### src/rtl/stream_mux.sv
// N-channel valid/ready stream multiplexer with a registered output stage.
// Packets are locked to one channel from first beat to last; selection is external or round-robin.
module stream_mux #(
   parameter int WIDTH    = 8,
   parameter int CHANNELS = 4,
   parameter int SEL_W    = $clog2(CHANNELS),
   parameter int MODE     = 0
) (
   input  logic                      clk,
   input  logic                      rst_n,
   input  logic [CHANNELS*WIDTH-1:0] in_data,
   input  logic [CHANNELS-1:0]       in_valid,
   input  logic [CHANNELS-1:0]       in_last,
   output logic [CHANNELS-1:0]       in_ready,
   input  logic [SEL_W-1:0]          select,
   output logic [WIDTH-1:0]          out_data,
   output logic                      out_last,
   output logic [SEL_W-1:0]          out_channel,
   output logic                      out_valid,
   input  logic                      out_ready
);

   typedef enum logic {
      IDLE = 1'b0,
      BUSY = 1'b1
   } state_t;

   state_t             state_r;
   logic [SEL_W-1:0]   lock_ch_r;
   logic [SEL_W-1:0]   rr_ptr_r;
   logic [WIDTH-1:0]   out_data_r;
   logic               out_last_r;
   logic [SEL_W-1:0]   out_channel_r;
   logic               out_valid_r;

   logic               space_s;
   logic               rr_hi_vld_s;
   logic               rr_lo_vld_s;
   logic [SEL_W-1:0]   rr_hi_idx_s;
   logic [SEL_W-1:0]   rr_lo_idx_s;
   logic               rr_vld_s;
   logic [SEL_W-1:0]   rr_grant_s;
   logic               grant_vld_s;
   logic [SEL_W-1:0]   grant_s;
   logic [CHANNELS-1:0] in_ready_s;
   logic               xfer_s;
   logic [WIDTH-1:0]   sel_data_s;
   logic               sel_last_s;

   assign space_s = !out_valid_r || out_ready;

   // Round-robin search: lowest valid channel above rr_ptr wins, else lowest valid at or below it.
   always_comb begin
      rr_hi_vld_s = 1'b0;
      rr_lo_vld_s = 1'b0;
      rr_hi_idx_s = '0;
      rr_lo_idx_s = '0;
      for (int i = CHANNELS - 1; i >= 0; i--) begin
         rr_hi_idx_s = (in_valid[i] && (i > int'(rr_ptr_r)))  ? SEL_W'(i) : rr_hi_idx_s;
         rr_hi_vld_s = rr_hi_vld_s | (in_valid[i] && (i > int'(rr_ptr_r)));
         rr_lo_idx_s = (in_valid[i] && (i <= int'(rr_ptr_r))) ? SEL_W'(i) : rr_lo_idx_s;
         rr_lo_vld_s = rr_lo_vld_s | (in_valid[i] && (i <= int'(rr_ptr_r)));
      end
      rr_vld_s   = rr_hi_vld_s | rr_lo_vld_s;
      rr_grant_s = rr_hi_vld_s ? rr_hi_idx_s : rr_lo_idx_s;
   end

   // Grant source: locked channel while a packet is open, otherwise the configured selection mode.
   always_comb begin
      if (state_r == BUSY) begin
         grant_vld_s = 1'b1;
         grant_s     = lock_ch_r;
      end else if (MODE == 1) begin
         grant_vld_s = rr_vld_s;
         grant_s     = rr_grant_s;
      end else begin
         grant_vld_s = (int'(select) < CHANNELS);
         grant_s     = select;
      end
   end

   // Per-channel ready and the data/last of the granted channel.
   always_comb begin
      in_ready_s = '0;
      sel_data_s = '0;
      sel_last_s = 1'b0;
      for (int i = 0; i < CHANNELS; i++) begin
         in_ready_s[i] = space_s && grant_vld_s && (grant_s == SEL_W'(i));
         sel_data_s    = (grant_s == SEL_W'(i)) ? in_data[i*WIDTH +: WIDTH] : sel_data_s;
         sel_last_s    = (grant_s == SEL_W'(i)) ? in_last[i] : sel_last_s;
      end
      xfer_s = |(in_valid & in_ready_s);
   end

   assign in_ready = in_ready_s;

   // Output register, packet-lock FSM and round-robin pointer.
   always_ff @(posedge clk or negedge rst_n) begin
      if (!rst_n) begin
         state_r       <= IDLE;
         lock_ch_r     <= '0;
         rr_ptr_r      <= SEL_W'(CHANNELS - 1);
         out_data_r    <= '0;
         out_last_r    <= 1'b0;
         out_channel_r <= '0;
         out_valid_r   <= 1'b0;
      end else begin
         if (xfer_s) begin
            out_data_r    <= sel_data_s;
            out_last_r    <= sel_last_s;
            out_channel_r <= grant_s;
            out_valid_r   <= 1'b1;
         end else if (space_s) begin
            out_valid_r   <= 1'b0;
         end else begin
            out_valid_r   <= out_valid_r;
         end

         case (state_r)
            IDLE: begin
               if (xfer_s && !sel_last_s) begin
                  state_r   <= BUSY;
                  lock_ch_r <= grant_s;
               end else begin
                  state_r   <= IDLE;
               end
            end
            BUSY: begin
               if (xfer_s && sel_last_s) begin
                  state_r <= IDLE;
               end else begin
                  state_r <= BUSY;
               end
            end
            default: begin
               state_r <= IDLE;
            end
         endcase

         if (xfer_s && sel_last_s) begin
            rr_ptr_r <= grant_s;
         end else begin
            rr_ptr_r <= rr_ptr_r;
         end
      end
   end

   assign out_data    = out_data_r;
   assign out_last    = out_last_r;
   assign out_channel = out_channel_r;
   assign out_valid   = out_valid_r;

endmodule

### config.mk
export PLATFORM = sky130hd
export DESIGN_NAME = stream_mux
export DESIGN_NICKNAME = d
export VERILOG_FILES = /design/src/rtl/stream_mux.sv
export SDC_FILE = /design/constraint.sdc
export NUM_CORES = 1
export LEC_CHECK = 0
export CAP_MARGIN = 10
export CORE_MARGIN = 1.5
export CORE_UTILIZATION = 40
export DETAILED_ROUTE_END_ITERATION = 16
export PLACE_DENSITY = 0.84
export SYNTH_ARGS = -nofsm -noshare
export SYNTH_HDL_FRONTEND = slang
export SYNTH_SLANG_ARGS = --single-unit
### constraint.sdc
create_clock -name clk -period 5.25 [get_ports clk]
set_input_delay 1.3125 -clock clk [delete_from_list [all_inputs] [get_ports clk]]
set_output_delay 1.3125 -clock clk [all_outputs]
set_load 0.005 [all_outputs]
==> results by group, run 1 <==
Timing
  • Final worst-path cycle share: 78.9%
  • Least-Margin Pin Slew: 0.704 ns
  • Hold Vio Cnt, Final: 0
  • Setup TNS: 0 ns
  • Worst hold slack: 0.503 ns
  • Min Tclk post-route: 4.14 ns
  • Final Max Tran Viols: 0
  • Worst Clk Skew: 0.00582 ns
  • # setup viols final: 0
  • Fmax: 241 MHz
  • RSZ-0062 raised after global routing: no
  • Max_slew headroom: 52.9%

Global routing
  • Number of global-route vias before repair: 864
  • Pin count of the biggest net entering global routing: 21
  • Initial antenna violation count: 0
  • First-pass GRT wire length: 3.93 mm
  • Grt total ovfl: 0
  • GR Util All Layers: 19.2%

Floorplanning
  • Chip height: 54.1 um
  • Io pins: 61
  • Core outline area: 2480 sq um
  • Starting Density: 42.2%
  • Die area: 2930 sq um
  • Rows: 18
  • Die width: 54.1 um

Synthesis
  • Syn nets: 126
  • Cell taking the most area after synthesis: dfrtp_1
  • Yosys warning count: 0
  • Top post-synthesis cells by count: 27 x mux2i_1, 15 x dfrtp_1, 6 x mux2_4, 5 x mux2_2, 3 x nand2_1
  • Ys async rst share: 100%
  • Largest cells by area after synthesis: dfrtp_1 36%, mux2i_1 26%, mux2_4 8.6%, mux2_2 5.4%, mux4_2 4.3%
  • Post-synth top flop: dfrtp_1
  • Mux cell area share after synthesis: 48.9%
  • Synth Register Bits: 15
  • Cell count after synthesis: 81
  • Post-synthesis compound-gate area fraction: 3.95%
  • EDFF count, synth: 0
  • Main combinational cell family by area after synthesis: multiplexers
  • Post-Synth XOR/XNOR Area: 0%
  • Post-Syn Area: 1040 sq um
  • Syn_area_per_cell: 12.9 sq um
  • Adder-Cell Fraction of Synth Area: 0%
  • Distinct cells, synth: 24
  • Top cell type's share of synthesized area: 35.9%
  • Top-count cell post-synth: mux2i_1
  • Part of the Yosys area used for sequential elements: 35.9%
  • Post-Synth Simple-Gate Area: 6.35%

Worst hold path
  • End of the worst hold path: out_last
  • Hold_sp: out_last
  • Hold Path Class: reg2reg
  • WHS Path Cells: 1

Clocking
  • Depth of the CTS H-tree: 1
  • CTS tree: done
  • Root Driver: clkbuf_4
  • Setup Buffers After CTS: 0
  • Post-CTS Hold Fix Bufs: 0
  • Reg clk slew, reported paths: 0.09 ns
  • CTS resizes: 0
  • Longest Clk Path Bufs: 2
  • Total CTS buffers: 3
  • Sink Count: 15
  • Clock Latency Late Sink: 0.28 ns

Pwr
  • LEAKAGE: 0.000774 uW
  • Comb power frac: 65.7%
  • Pwr/cell area: 500 nW/um^2
  • Sw power: 291 uW
  • Flop pwr share: 26.1%
  • Sw Share: 34.4%
  • Power Internal: 556 uW
  • Worst VDD drop: 0.000486 V
  • Clock network power share: 8.1%

Critical path
  • Worst r2r src: state_r
  • Setup CP Type: in2out
  • R2R Path End: out_data[0]
  • CP top delay family: buffers and inverters
  • WP data required: 3.94 ns
  • Crit-path max FO: 7
  • Crit path top cell by count: clkdlybuf4s50_1
  • Critical Path Max Stage Delay: 0.52 ns
  • Worst Path Buf+Inv: 2
  • Crit path launch type: input port
  • Slowest cell on crit path: clkdlybuf4s50_1
  • Crit end category: output pin
  • CP Data Arrival Time: 2.83 ns
  • Critical-path cell list: clkdlybuf4s50_1 -> nand2b_1 -> nand2_1 -> nor2_1 -> clkdlybuf4s50_1
  • Reg2Reg Depth: 5
  • Worst R2R Setup Slack: 2.81 ns

Detailed routing
  • Vias per Instance: 5.13
  • Detailed Route WL: 2.60 mm
  • Post-route ant nets: 0
  • Via count: 888
  • DRT Pass-1 Iters: 3
  • WL/cell: 15.0 um
  • DRC Markers: 0
  • Number of DRC markers in iteration 0: 5

Status
  • Run status: complete, no violations

Placement
  • IO Port Bufs: 60
  • Routability cong.: 0.744
  • HPWL Detailed: 2.12 mm

Run
  • Max-cap violation count: 0

Cells and area
  • N_diodes: 0
  • Area grow syn2layout: 62.0%
  • Ratio of cells with drive above 1 in the final layout: 15.4%
  • Nets@finish: 189
[how the worst max path moves through the flow]
stage	startpoint	to	slack, ns	cells after the start
4_1_cts	out_ready	in_ready[3]	1.08	5
2_1_floorplan	select[1]	in_ready[2]	1.85	4
3_3_place_gp	out_ready	in_ready[3]	1.19	5
5_1_grt	out_ready	in_ready[3]	0.98	5
3_5_place_dp	out_ready	in_ready[3]	1.09	5
6_report	out_ready	in_ready[3]	1.11	5
[final cells by class]
type,count,area [sq um]
Fill cell,196,785
Multi-Input combinational cell,60,631
Timing Repair Buffer,62,616
Sequential cell,15,375
Tap cell,30,37.5
Clock buffer,4,26.3
Inverter,2,7.51
[worst reg2reg max path: stages (launching register included)]
cell and delay (ns):
dfrtp_1 0.52, mux2i_4 0.37, buf_4 0.28, mux4_2 0.58, nand2_4 0.21, mux2_2 0.36
[power groups by stage]
stage	registers [uW]	logic, uW	clock network [uW]
floorplan	218	366	0
global placement	220	553	0
detailed placement	223	563	0
CTS	221	565	70.3
global route	229	603	77.6
finish	222	557	68.7
[state kept, by name, summed over array words and instances, names as in the netlist]
register and count:
out_data 8, lock_ch_r 2, out_channel 2, out_last 1
out_valid 1, state_r 1
[through the flow]
stage / total power [uW] / setup slack, ns / cells / instance area [sq um] / util [%]
after floorplan: 584 / 1.85 / 81 / 1040 / -
after global placement: 772 / 1.19 / 169 / 1670 / 67.3
after detailed placement: 786 / 1.09 / 169 / 1670 / 67.3
after CTS: 857 / 1.08 / 173 / 1690 / 68.3
after global routing: 910 / 0.980 / 173 / 1690 / 68.3
final: 847 / 1.11 / 173 / 1690 / 68.3
[cell usage in the layout (no fill, tap or decap), types with 2 or more instances in the layout]
cell              n
buf_4             2
inv_1             2
mux2i_1          26
nand2_1           3
o21ai_0           2
dfrtp_1          15
mux4_2            2
and3_1            2
mux2_2            5
clkdlybuf4s50_1  60
mux2i_4           2
mux2_4            6
clkbuf_4          3
nor3_1            2
[routing by layer]
| layer | GRT usage [%] | vias to the layer above | wire, um |
|---|---|---|---|
| met5 | 0 | - | 0 |
| met4 | 6.25 | 0 | 15 |
| met1 | 23.1 | 429 | 1020 |
| met2 | 35.2 | 31 | 1440 |
| met3 | 2.50 | 2 | 117 |
| li1 | - | 426 | - |
[cells by family after synthesis]
| logic type | after synthesis |
|---|---|
| buffers and inverters | 6 |
| AO/OA/AOI/OAI | 6 |
| AND/OR/NAND/NOR | 12 |
| multiplexers | 42 |
| flip-flops | 15 |
No activity file was read; power rests on OpenSTA's default activity.
==> run 2, diff against run 1 <==
CORE_UTILIZATION = 34   (was 40)
PLACE_DENSITY = 0.76   (was 0.84)
clock period = 3.7 ns   (was 5.25 ns; I/O delays follow)
==> run 2 against run 1 <==
Global-route usage is 2.9 points lower. Non-clock buffer count grew 2. Count of clock-buffer cells in the layout stayed put. Clock power up 44%. Die area is 17% higher. Total power grew 45%. Design area grew 0.96%. Critical path type unchanged. Highest routed layer unchanged.
==> results by group, run 2 (synthesis gave the netlist of run 1 again) <==
Floorplanning
  • Core outline area: 2830 sq um (+14%)
  • Starting Density: 36.9% (-5.2 points)
  • Io pins: 61 (unchanged)
  • Rows: 19 (+1)
  • Chip height: 58.4 um (+8.0%)
  • Die width: 58.4 um (+8.0%)
  • Die area: 3410 sq um (+17%)

Clocking
  • Longest Clk Path Bufs: 2 (unchanged)
  • Depth of the CTS H-tree: 1 (unchanged)
  • Reg clk slew, reported paths: 0.09 ns (about the same)
  • Sink Count: 15 (unchanged)
  • Total CTS buffers: 3 (unchanged)
  • Clock Latency Late Sink: 0.29 ns (about the same)
  • CTS resizes: 0 (unchanged)
  • Setup Buffers After CTS: 0 (unchanged)
  • Post-CTS Hold Fix Bufs: 0 (unchanged)
  • Root Driver: clkbuf_4
  • CTS tree: done

Cells and area
  • Most frequent cells in the layout: 60 x clkdlybuf4s50_1, 26 x mux2i_1, 15 x dfrtp_1
  • Number of flip-flops in the largest register: 8 (unchanged)
  • Nets@finish: 191 (+1.1%)
  • Ratio of cells with drive above 1 in the final layout: 16.6% (+1.2 points)
  • Area grow syn2layout: 63.6%
  • Commonest non-fill, non-tap cell in the layout: clkdlybuf4s50_1
  • N_diodes: 0 (unchanged)

Critical path
  • Setup CP Type: in2out
  • Crit path launch type: input port
  • Crit end category: output pin
  • WP data required: 2.77 ns (-1.17 ns)
  • CP Data Arrival Time: 2.43 ns (-0.40 ns)
  • Reg2Reg Depth: 5 (unchanged)
  • Crit-path max FO: 7 (unchanged)

Timing
  • Final worst-path cycle share: 90.8%
  • Final Max Tran Viols: 0 (unchanged)
  • Worst Clk Skew: 0.00445 ns (-0.00136 ns)
  • # setup viols final: 0 (unchanged)
  • RSZ-0062 raised after global routing: no
  • Min Tclk post-route: 3.36 ns
  • Least-Margin Pin Slew: 0.705 ns (+0.0000508 ns)
  • Worst hold slack: 0.508 ns (+0.00462 ns)
  • Setup TNS: 0 ns (unchanged)
  • Max_slew headroom: 52.9% (about the same)
  • Fmax: 298 MHz
  • Hold Vio Cnt, Final: 0 (unchanged)

Pwr
  • Pwr/cell area: 720 nW/um^2 (+44%)
  • LEAKAGE: 0.000784 uW (+1.2%)
  • Worst VDD drop: 0.000356 V (-27%)
  • Power Total: 1230 uW (+45%)

Run
  • Max-cap violation count: 0 (unchanged)

Detailed routing
  • DRT Pass-1 Iters: 4 (+1)
  • WL/cell: 15.1 um (+0.87%)
  • Vias per Instance: 5.10 (-0.71%)
  • Via count: 897 (+1.0%)
  • Post-route ant nets: 0 (unchanged)
  • Detailed Route WL: 2.67 mm (+2.6%)
  • DRC Markers: 0 (unchanged)
  • Number of DRC markers in iteration 0: 17 (+12)

Placement
  • IO Port Bufs: 60 (unchanged)
  • HPWL Detailed: 2.12 mm (+0.21%)
  • Routability cong.: 0.781 (+4.8%)

Worst hold path
  • WHS Path Cells: 1 (unchanged)
  • Hold Path Class: reg2reg

Global routing
  • Grt total ovfl: 0 (unchanged)
  • Number of global-route vias before repair: 882 (+2.1%)
  • Pin count of the biggest net entering global routing: 16 (-24%)
  • First-pass GRT wire length: 4.14 mm (+5.3%)
  • GR Util All Layers: 16.4% (-2.9 points)
  • Initial antenna violation count: 0 (unchanged)

Status
  • Run status: complete, no violations
==> run 2: path summary, 6_finish.rpt <==
| path | start | to | slack [ns] |
|---|---|---|---|
| max | select[0] | in_ready[3] | 0.34 |
| min | out_channel[1] | out_channel[1] | 0.51 |
| max reg2reg | state_r | out_data[0] | 1.34 |
| min reg2reg | out_channel[1] | out_channel[1] | 0.51 |
| max in group asynchronous | rst_n | out_data[0] | 2.20 |
| min in group asynchronous | rst_n | out_data[5] | 1.05 |
==> run 2: area by class of cell <==
cell class                 count  area, sq um
fill                         236         1120
multi-input combinational     60          631
timing repair buffer          64          631
sequential                    15          375
tap                           31         38.8
clock buffer                   4         26.3
inverter                       2         7.51
==> run 2: worst max-delay path, cell delays in order <==
cell and delay (ns):
clkdlybuf4s50_1 0.56, mux2i_4 0.13, buf_4 0.20, nor2_1 0.12, clkdlybuf4s50_1 0.50
==> run 2: stage by stage <==
| stage | instances | setup WS [ns] | util (%) | area [sq um] |
|---|---|---|---|---|
| 3_3_place_gp | 172 | 0.356 | 59.5 | 1680 |
| 6_report | 176 | 0.341 | 60.4 | 1710 |
| 4_1_cts | 176 | 0.331 | 60.4 | 1710 |
| 3_5_place_dp | 172 | 0.333 | 59.5 | 1680 |
| 2_1_floorplan | 81 | 1.08 | - | 1040 |
| 5_1_grt | 176 | 0.265 | 60.4 | 1710 |
==> run 2: power by group <==
group | switching (uW) | total [uW] | leakage [uW] | internal (uW)
registers | 62.7 | 313 | 0.000176 | 251
logic | 307 | 818 | 0.000592 | 511
clock network | 56.7 | 98.6 | 0.0000150 | 41.9
total | 426 | 1230 | 0.000784 | 804
==> run 2: per-layer routing <==
| metal | up-vias | track usage, % | routed length (um) |
|---|---|---|---|
| li1 | 428 | - | - |
| met1 | 417 | 18.4 | 1060 |
| met2 | 48 | 29.9 | 1320 |
| met3 | 4 | 2.42 | 235 |
| met4 | 0 | 7.97 | 44 |
| met5 | - | 0 | 0 |
==> run 3, diff against run 2 <==
CORE_UTILIZATION = 40   (was 34)
PLACE_DENSITY = 0.84   (was 0.76)
RECOVER_POWER = 25   (was unset)
clock period = 4 ns   (was 3.7 ns; I/O delays follow)
==> run 3 against run 2 <==
Register-to-register slack improved by 0.22 ns. Flip-flop and latch count did not move. Via count fell by 1.0%. Critical path type unchanged. Highest routed layer unchanged.
==> results by group, run 3 (synthesis gave the netlist of run 1 again) <==
Floorplanning
  • Io pins: 61 (unchanged)
  • Chip height: 54.1 um (-7.4%)
  • Rows: 18 (-1)
  • Die width: 54.1 um (-7.4%)
  • Starting Density: 42.2% (+5.2 points)
  • Die area: 2930 sq um (-14%)
  • Core outline area: 2480 sq um (-12%)

Global routing
  • Initial antenna violation count: 0 (unchanged)
  • Grt total ovfl: 0 (unchanged)
  • Pin count of the biggest net entering global routing: 21 (+5)
  • First-pass GRT wire length: 3.93 mm (-5.0%)
  • GR Util All Layers: 19.2% (+2.9 points)
  • Number of global-route vias before repair: 864 (-2.0%)

Critical path
  • Worst R2R Setup Slack: 1.56 ns (+0.22 ns)
  • Slowest cell on crit path: clkdlybuf4s50_1
  • Worst r2r src: state_r
  • WP data required: 3.00 ns (+0.23 ns)
  • Critical Path Max Stage Delay: 0.52 ns (-0.04 ns)
  • R2R Path End: out_data[0]
  • Reg2Reg Depth: 5 (unchanged)
  • Crit path top cell by count: clkdlybuf4s50_1
  • Crit path launch type: input port
  • Crit-path max FO: 7 (unchanged)
  • CP Data Arrival Time: 2.52 ns (+0.09 ns)
  • Crit end category: output pin
  • Setup CP Type: in2out
  • Critical-path cell list: clkdlybuf4s50_1 -> nand2b_1 -> nand2_1 -> nor2_1 -> clkdlybuf4s50_1

Timing
  • # setup viols final: 0 (unchanged)
  • Least-Margin Pin Slew: 0.711 ns (+0.00687 ns)
  • Min Tclk post-route: 3.52 ns
  • Setup TNS: 0 ns (unchanged)
  • Worst Clk Skew: 0.00582 ns (+0.00136 ns)
  • Max_slew headroom: 52.4% (-0.47 points)
  • Final worst-path cycle share: 88.0%
  • Worst hold slack: 0.503 ns (-0.00462 ns)
  • Final Max Tran Viols: 0 (unchanged)
  • RSZ-0062 raised after global routing: no
  • Hold Vio Cnt, Final: 0 (unchanged)
  • Fmax: 284 MHz

Cells and area
  • # fillers: 196 (-17%)
  • Fin util: 68.3% (+7.9 points)
  • N_diodes: 0 (unchanged)
  • Nets@finish: 189 (-1.0%)
  • Ratio of cells with drive above 1 in the final layout: 15.4% (-1.2 points)
  • Design Area, Final: 1690 sq um (-0.95%)
  • Multi-input logic area: 631 sq um (unchanged)
  • Storage element area: 375 sq um (unchanged)
  • Area grow syn2layout: 62.0%
  • Number of flip-flops in the largest register: 8 (unchanged)
  • Commonest non-fill, non-tap cell in the layout: clkdlybuf4s50_1
  • Most frequent cells in the layout: 59 x clkdlybuf4s50_1, 26 x mux2i_1, 15 x dfrtp_1

Pwr
  • LEAKAGE: 0.000775 uW (-1.2%)
  • Worst VDD drop: 0.000637 V (+79%)
  • Power Total: 1110 uW (-9.6%)
  • Pwr/cell area: 657 nW/um^2 (-8.7%)

Detailed routing
  • DRT Pass-1 Iters: 3 (-1)
  • Number of DRC markers in iteration 0: 5 (-12)
  • Via count: 888 (-1.0%)
  • Post-route ant nets: 0 (unchanged)
  • Vias per Instance: 5.13 (+0.71%)
  • WL/cell: 15.0 um (-0.86%)
  • Detailed Route WL: 2.60 mm (-2.6%)
  • DRC Markers: 0 (unchanged)

Worst hold path
  • WHS Path Cells: 1 (unchanged)
  • End of the worst hold path: out_last
  • Hold_sp: out_last
  • Hold Path Class: reg2reg

Run
  • Max-cap violation count: 0 (unchanged)

Clocking
  • Root Driver: clkbuf_4
  • Clock Latency Late Sink: 0.28 ns (about the same)
  • Sink Count: 15 (unchanged)
  • Post-CTS Hold Fix Bufs: 0 (unchanged)
  • Reg clk slew, reported paths: 0.09 ns (about the same)
  • Depth of the CTS H-tree: 1 (unchanged)
  • Total CTS buffers: 3 (unchanged)
  • Setup Buffers After CTS: 0 (unchanged)
  • CTS resizes: 0 (unchanged)
  • Longest Clk Path Bufs: 2 (unchanged)
  • CTS tree: done

Placement
  • HPWL Detailed: 2.12 mm (-0.21%)
  • DP Area: 1670 sq um (-0.97%)
  • IO Port Bufs: 60 (unchanged)
  • Routability cong.: 0.744 (-4.6%)

Status
  • Run status: complete, no violations
[run 3: final cells by class]
class	count	area share, %
Sequential cell	15	22.2
Timing Repair Buffer	62	36.4
Inverter	2	0.443
Clock buffer	4	1.55
Tap cell	30	2.22
Multi-Input combinational cell	60	37.3
[run 3: layer usage]
metal | GRT usage, % | wire (um) | vias up | part of all wire [%]
met5 | 0 | 0 | - | 0
met4 | 6.25 | 15 | 0 | 0.58
met3 | 2.50 | 117 | 2 | 4.5
met2 | 35.2 | 1440 | 31 | 55
met1 | 23.1 | 1020 | 429 | 39
li1 | - | - | 426 | -
[run 3: how the worst max path moves through the flow]
| stage | startpoint | endpoint | slack, ns |
|---|---|---|---|
| 6_report | out_ready | in_ready[3] | 0.48 |
| 3_5_place_dp | out_ready | in_ready[3] | 0.46 |
| 2_1_floorplan | select[1] | in_ready[2] | 1.23 |
| 3_3_place_gp | out_ready | in_ready[3] | 0.56 |
| 4_1_cts | out_ready | in_ready[3] | 0.46 |
| 5_1_grt | out_ready | in_ready[3] | 0.36 |
[run 3: through the flow]
step / instances / setup WS (ns)
after global placement: 169 / 0.561
final: 173 / 0.480
after detailed placement: 169 / 0.463
after CTS: 173 / 0.460
after floorplan: 81 / 1.23
after global routing: 173 / 0.355
[run 3: worst max-delay path, delay by kind of cell]
family,cells,cell delay [ns]
buffers and inverters,2,0.99
AND/OR/NAND/NOR,3,0.54
[run 3: power breakdown]
group	internal, uW	switching [uW]
clock network	38.7	51.5
logic	459	272
registers	232	58.9
